[config.mk]
export PLATFORM = sky130hd
export DESIGN_NAME = activation_pipe
export DESIGN_NICKNAME = d
export VERILOG_FILES = /design/src/rtl/activation_pipe.sv
export SDC_FILE = /design/constraint.sdc
export NUM_CORES = 1
export LEC_CHECK = 0
export CORE_MARGIN = 2
export CORE_UTILIZATION = 45
export DETAILED_ROUTE_END_ITERATION = 10
export PLACE_DENSITY = 0.83
export RECOVER_POWER = 25
export SYNTH_ARGS = -nofsm -noshare
export SYNTH_HDL_FRONTEND = slang
export SYNTH_SLANG_ARGS = --single-unit
export TNS_END_PERCENT = 100
[constraint.sdc]
create_clock -name clk -period 2.17 [get_ports clk]
set_input_delay 0.434 -clock clk [delete_from_list [all_inputs] [get_ports clk]]
set_output_delay 0.434 -clock clk [all_outputs]
set_load 0.005 [all_outputs]
[src/rtl/activation_pipe.sv]
// Two-stage activation pipeline: double-width signed accumulator in, activated and
// saturated single-width result out, with a sticky saturation event counter.
module activation_pipe #(
    parameter int data_width = 16,
    parameter int leak_shift = 3,
    parameter int cap        = 6144,
    parameter int cnt_width  = 16
) (
    input  logic                      clk,
    input  logic                      rst_n,
    input  logic                      in_valid,
    output logic                      in_ready,
    input  logic [2*data_width-1:0]   in_data,
    input  logic [1:0]                in_mode,
    output logic                      out_valid,
    input  logic                      out_ready,
    output logic [data_width-1:0]     out_data,
    output logic                      out_sat,
    input  logic                      cnt_clr,
    output logic [cnt_width-1:0]      sat_count,
    output logic [1:0]                stage_state
);

    localparam int xw = 2 * data_width;

    localparam logic [data_width-1:0] max_val = {1'b0, {(data_width-1){1'b1}}};
    localparam logic [data_width-1:0] min_val = {1'b1, {(data_width-1){1'b0}}};
    localparam logic [data_width-1:0] cap_val = data_width'(cap);
    localparam logic signed [xw-1:0]  cap_ext = xw'(cap);

    // Result source chosen in the first stage; the second stage only muxes.
    typedef enum logic [2:0] {
        sel_x    = 3'd0,
        sel_y    = 3'd1,
        sel_zero = 3'd2,
        sel_max  = 3'd3,
        sel_min  = 3'd4,
        sel_cap  = 3'd5
    } sel_t;

    // Handshake: a beat moves on a rising edge where valid && ready are both high;
    // valid never waits on ready, and data/sat are held stable while valid && !ready.
    logic s1_valid;
    logic s2_load;
    logic in_fire;

    assign s2_load     = !out_valid || out_ready;
    assign in_ready    = !s1_valid || s2_load;
    assign in_fire     = in_valid && in_ready;
    assign stage_state = {s1_valid, out_valid};

    logic                   x_neg;
    logic                   x_over;
    logic                   x_under;
    logic                   x_over_cap;
    logic                   y_under;
    logic signed [xw-1:0]   x_signed;
    logic signed [xw-1:0]   shifted;

    assign x_signed   = $signed(in_data);
    assign x_neg      = in_data[xw-1];
    assign x_over     = !x_neg && (|in_data[xw-2:data_width-1]);
    assign x_under    = x_neg && !(&in_data[xw-2:data_width-1]);
    assign x_over_cap = !x_neg && (x_signed > cap_ext);
    assign shifted    = x_signed >>> leak_shift;
    // Only consulted for negative inputs, where the shifted value stays negative.
    assign y_under    = !(&shifted[xw-1:data_width-1]);

    sel_t dec_sel;
    logic dec_sat;

    always_comb begin
        dec_sel = sel_x;
        dec_sat = 1'b0;
        case (in_mode)
            2'd0: begin
                if (x_neg) begin
                    dec_sel = sel_zero;
                end else if (x_over) begin
                    dec_sel = sel_max;
                    dec_sat = 1'b1;
                end
            end
            2'd1: begin
                if (x_neg) begin
                    if (y_under) begin
                        dec_sel = sel_min;
                        dec_sat = 1'b1;
                    end else begin
                        dec_sel = sel_y;
                    end
                end else if (x_over) begin
                    dec_sel = sel_max;
                    dec_sat = 1'b1;
                end
            end
            2'd2: begin
                if (x_over) begin
                    dec_sel = sel_max;
                    dec_sat = 1'b1;
                end else if (x_under) begin
                    dec_sel = sel_min;
                    dec_sat = 1'b1;
                end
            end
            default: begin
                if (x_neg) begin
                    dec_sel = sel_zero;
                end else if (x_over_cap) begin
                    dec_sel = sel_cap;
                    dec_sat = 1'b1;
                end
            end
        endcase
    end

    sel_t                  s1_sel;
    logic                  s1_sat;
    logic [data_width-1:0] s1_x_low;
    logic [data_width-1:0] s1_y_low;

    always_ff @(posedge clk or negedge rst_n) begin
        if (!rst_n) begin
            s1_valid <= 1'b0;
            s1_sel   <= sel_x;
            s1_sat   <= 1'b0;
            s1_x_low <= '0;
            s1_y_low <= '0;
        end else begin
            if (in_fire) begin
                s1_valid <= 1'b1;
                s1_sel   <= dec_sel;
                s1_sat   <= dec_sat;
                s1_x_low <= in_data[data_width-1:0];
                s1_y_low <= shifted[data_width-1:0];
            end else if (s2_load) begin
                s1_valid <= 1'b0;
            end
        end
    end

    logic [data_width-1:0] res_data;

    always_comb begin
        res_data = s1_x_low;
        case (s1_sel)
            sel_y:    res_data = s1_y_low;
            sel_zero: res_data = '0;
            sel_max:  res_data = max_val;
            sel_min:  res_data = min_val;
            sel_cap:  res_data = cap_val;
            default:  res_data = s1_x_low;
        endcase
    end

    always_ff @(posedge clk or negedge rst_n) begin
        if (!rst_n) begin
            out_valid <= 1'b0;
            out_data  <= '0;
            out_sat   <= 1'b0;
        end else if (s2_load) begin
            out_valid <= s1_valid;
            if (s1_valid) begin
                out_data <= res_data;
                out_sat  <= s1_sat;
            end
        end
    end

    // Clear takes priority; the count sticks once it reaches all-ones.
    always_ff @(posedge clk or negedge rst_n) begin
        if (!rst_n) begin
            sat_count <= '0;
        end else if (cnt_clr) begin
            sat_count <= '0;
        end else if (out_valid && out_ready && out_sat && !(&sat_count)) begin
            sat_count <= sat_count + cnt_width'(1);
        end
    end

endmodule

==> key figures <==
Floorplan
  – Ports: 76
  – Die width: 85.9 um
  – Die ar.: 7370 sq um
  – Initial Utilization: 47.0%
  – Site Rows: 29
  – Core area: 6420 sq um
  – DIE HEIGHT: 85.9 um

STA
  – Slew HR: 13.2%
  – # setup viols final: 0
  – Fmax: 0.476 GHz
  – TNS Setup: 0 ns
  – Clock Skew: 0.0101 ns
  – Final hold viol count: 0
  – Slew Viols, Final: 0
  – Least-Margin Pin Slew: 1.30 ns
  – Final Cycle Share: 96.8%
  – RSZ-0062 raised after global routing: no
  – Final worst path period need: 2.10 ns

Critical path
  – FF-to-FF setup slack: 0.27 ns
  – Crit Path Max Fanout: 3
  – Reg2reg path depth: 7
  – Crit. End Element: primary output
  – Reg-to-Reg End: sat_count[14]
  – Critical Path AT: 1.67 ns
  – CP startpoint kind: input port
  – Kind of critical path: input port to primary output
  – Reg2reg start: sat_count[0]
  – CP required: 1.74 ns

Clocking
  – Post-CTS setup buffer count: 0
  – Post-CTS Hold Fix Bufs: 0
  – CTS tree: yes
  – H-tree levels: 3
  – Clock transition at the registers of the reported paths: 0.07 ns
  – CTS root buffer: clkbuf_8
  – Clk sinks: 58
  – Clock buffer count from CTS: 9
  – Clk_lat worst skew: 0.34 ns
  – Clk buf depth: 2

Yosys
  – Netlist Area Pre-Place: 3020 sq um
  – Syn nets: 395
  – Synthesis Warnings: 0
  – Post-Synth Adder-Cell Area: 0.415%
  – Async set-reset flop share out of synthesis: 100%
  – Post-synthesis register bit count: 58
  – Mux cell area share after synthesis: 1.37%
  – Synth Flop Type: dfrtp_1
  – Count of different cell masters after synthesis: 45
  – XOR/XNOR share of the synthesized area: 4.07%
  – Post-synth EDFFs: 0
  – Syn Area/Cell: 8.49 sq um
  – Post-Synth Simple-Gate Area: 27.5%
  – Main combinational cell family by area after synthesis: simple AND/OR/NAND/NOR gates
  – Gate Count Post-Synth: 355
  – Compound-Gate Fraction of Synth Area: 15.1%
  – Seq/Total Area, Yosys: 48.1%

Final layout
  – Layout Cells excl Fill: 521
  – Register Area: 1450 sq um
  – Area occupied by multi-input gates: 1470 sq um
  – Area grow syn2layout: 39.2%
  – Share of cells above drive strength 1: 9.68%
  – Antenna Cells: 0
  – Layout filler cell count: 524
  – Post-layout util: 65.4%
  – # nets final: 479

Route
  – Drt pass-1 iters: 7
  – Wire per inst: 14.3 um
  – DRC viols: 4
  – Routed wire length: 7440 um
  – Post-DRT Antenna Nets: 0
  – DRT iter0 DRCs: 147
  – Total number of vias: 2856
  – DR vias/cell: 5.48

Pwr
  – Internal power: 2540 uW
  – Sequential Power Share: 39.2%
  – Peak VDD IR: 0.394 mV
  – Clock power share: 38.0%
  – Tot Pwr: 3480 uW
  – Power Dens Cells: 829 nW/um^2
  – Lkg Pwr: 0.00178 uW
  – Net Sw Frac: 26.9%
  – Comb power frac: 22.8%
  – Psw: 936 uW

Global routing
  – GRT overflow: 0
  – Initial antenna violation count: 0
  – Gr usage total: 21.1%
  – First-pass GRT wire length: 12300 um
  – Grt peak-use layer: met2
  – Met1 usage: 25.8%
  – Vias in the first global route: 2744
  – Met3 usage: 6.16%
  – Met2 usage: 35.6%
  – Largest net degree at the start of global routing: 35

Placed design
  – DP Cell Count: 505
  – Port Buffers: 75
  – Detailed placement HPWL: 5310 um
  – Gpl congestion: 0.801

Outcome
  – Failing checks: DRC
  – Status: finished, violations left

Hold path
  – Hold WC Path Type: input port to async pin

Flow run
  – Max Cap Violations: 0
-- worst max path at each step --
stage | startpoint | end | slack [ns] | cells after the start
global route | rst_n | s1_x_low[13] | 0.02 | 2
finish | out_ready | in_ready | 0.07 | 4
global placement | in_data[24] | s1_sel[0] | -0.13 | 6
floorplan | in_data[24] | s1_sel[0] | 0.41 | 5
CTS | out_ready | in_ready | 0.06 | 4
detailed placement | in_data[26] | s1_sel[0] | -0.28 | 6
-- flip-flops by register name, summed over array words and instances, names as in the netlist --
| signal | cells |
|---|---|
| s1_y_low | 4 |
| s1_x_low | 15 |
| out_valid | 1 |
| sat_count | 16 |
| s1_sat | 1 |
| out_data | 16 |
| out_sat | 1 |
| s1_sel | 3 |
| s1_valid | 1 |
-- cells by family (layout without fill, tap and decap cells) --
| group | Yosys count | in the layout |
|---|---|---|
| fa+ha+maj | 1 | 1 |
| simple gates | 179 | 179 |
| mux | 4 | 4 |
| buf+inv | 24 | 113 |
| compound gates | 75 | 75 |
| flops | 58 | 58 |
| xor+xnor | 14 | 14 |
-- placed cells by master, fill, tap and decap left out, drive strengths merged, types with 9 or more instances in the layout --
cell	netlist	layout
a21oi	26	26
buf	5	20
clkbuf	18	11
clkdlybuf4s50	0	74
dfrtp	58	58
nand2	86	86
nand3	9	9
nor2	30	30
nor2b	16	16
o21ai	17	17
o22ai	13	13
xnor2	12	12
-- stage by stage --
stage / worst slack [ns] / instance area, sq um / hold slack [ns]
global route: 0.0161 / 4200 / 0.449
detailed placement: -0.279 / 3940 / 0.456
global placement: -0.126 / 3940 / 0.452
CTS: 0.0598 / 4210 / 0.0924
finish: 0.0687 / 4200 / 0.364
floorplan: 0.409 / 3020 / 0.138
-- worst max-delay path: stages --
cell	delay, ns
clkdlybuf4s50_1	0.48
buf_4	0.11
nand3b_1	0.13
clkdlybuf4s50_1	0.51
-- layout make-up --
class / instances / area share (%)
Timing Repair Buffer: 96 / 21.7
Tap cell: 77 / 2.30
Inverter: 1 / 0.0894
Multi-Input combinational cell: 273 / 35.0
Clock inverter: 7 / 3.37
Clock buffer: 9 / 2.95
Sequential cell: 58 / 34.6
-- metal layers --
metal | vias to the layer above | routed length [um]
li1 | 1397 | -
met1 | 1354 | 3270
met2 | 95 | 3650
met3 | 10 | 400
met4 | 0 | 122
met5 | - | 0
-- cell usage after synthesis (6+ instances only) --
library cell | n | area share (%)
xnor2_1 | 12 | 3.5
nand4_1 | 6 | 1.2
o22ai_1 | 13 | 2.7
nor4_1 | 7 | 1.5
nor2b_1 | 16 | 3.3
nor2_1 | 30 | 3.7
nand2b_1 | 7 | 1.5
nand3_1 | 9 | 1.5
nand2_1 | 86 | 11
a21oi_1 | 26 | 4.3
clkbuf_1 | 18 | 2.2
o21ai_0 | 17 | 2.8
dfrtp_1 | 58 | 48
-- repair_timing --
item	in CTS	in global routing
hold endpoints to repair	0	0
setup endpoints to repair	0	1
gates resized for setup	0	1
-- power by group through the flow --
stage	clock, uW	combinational [uW]	sequential (uW)
5_1_grt	1390	879	1390
6_report	1320	793	1360
4_1_cts	1340	802	1360
3_5_place_dp	0	792	1380
2_1_floorplan	0	381	1350
3_3_place_gp	0	768	1370
Power figures use the tool's default switching activity.
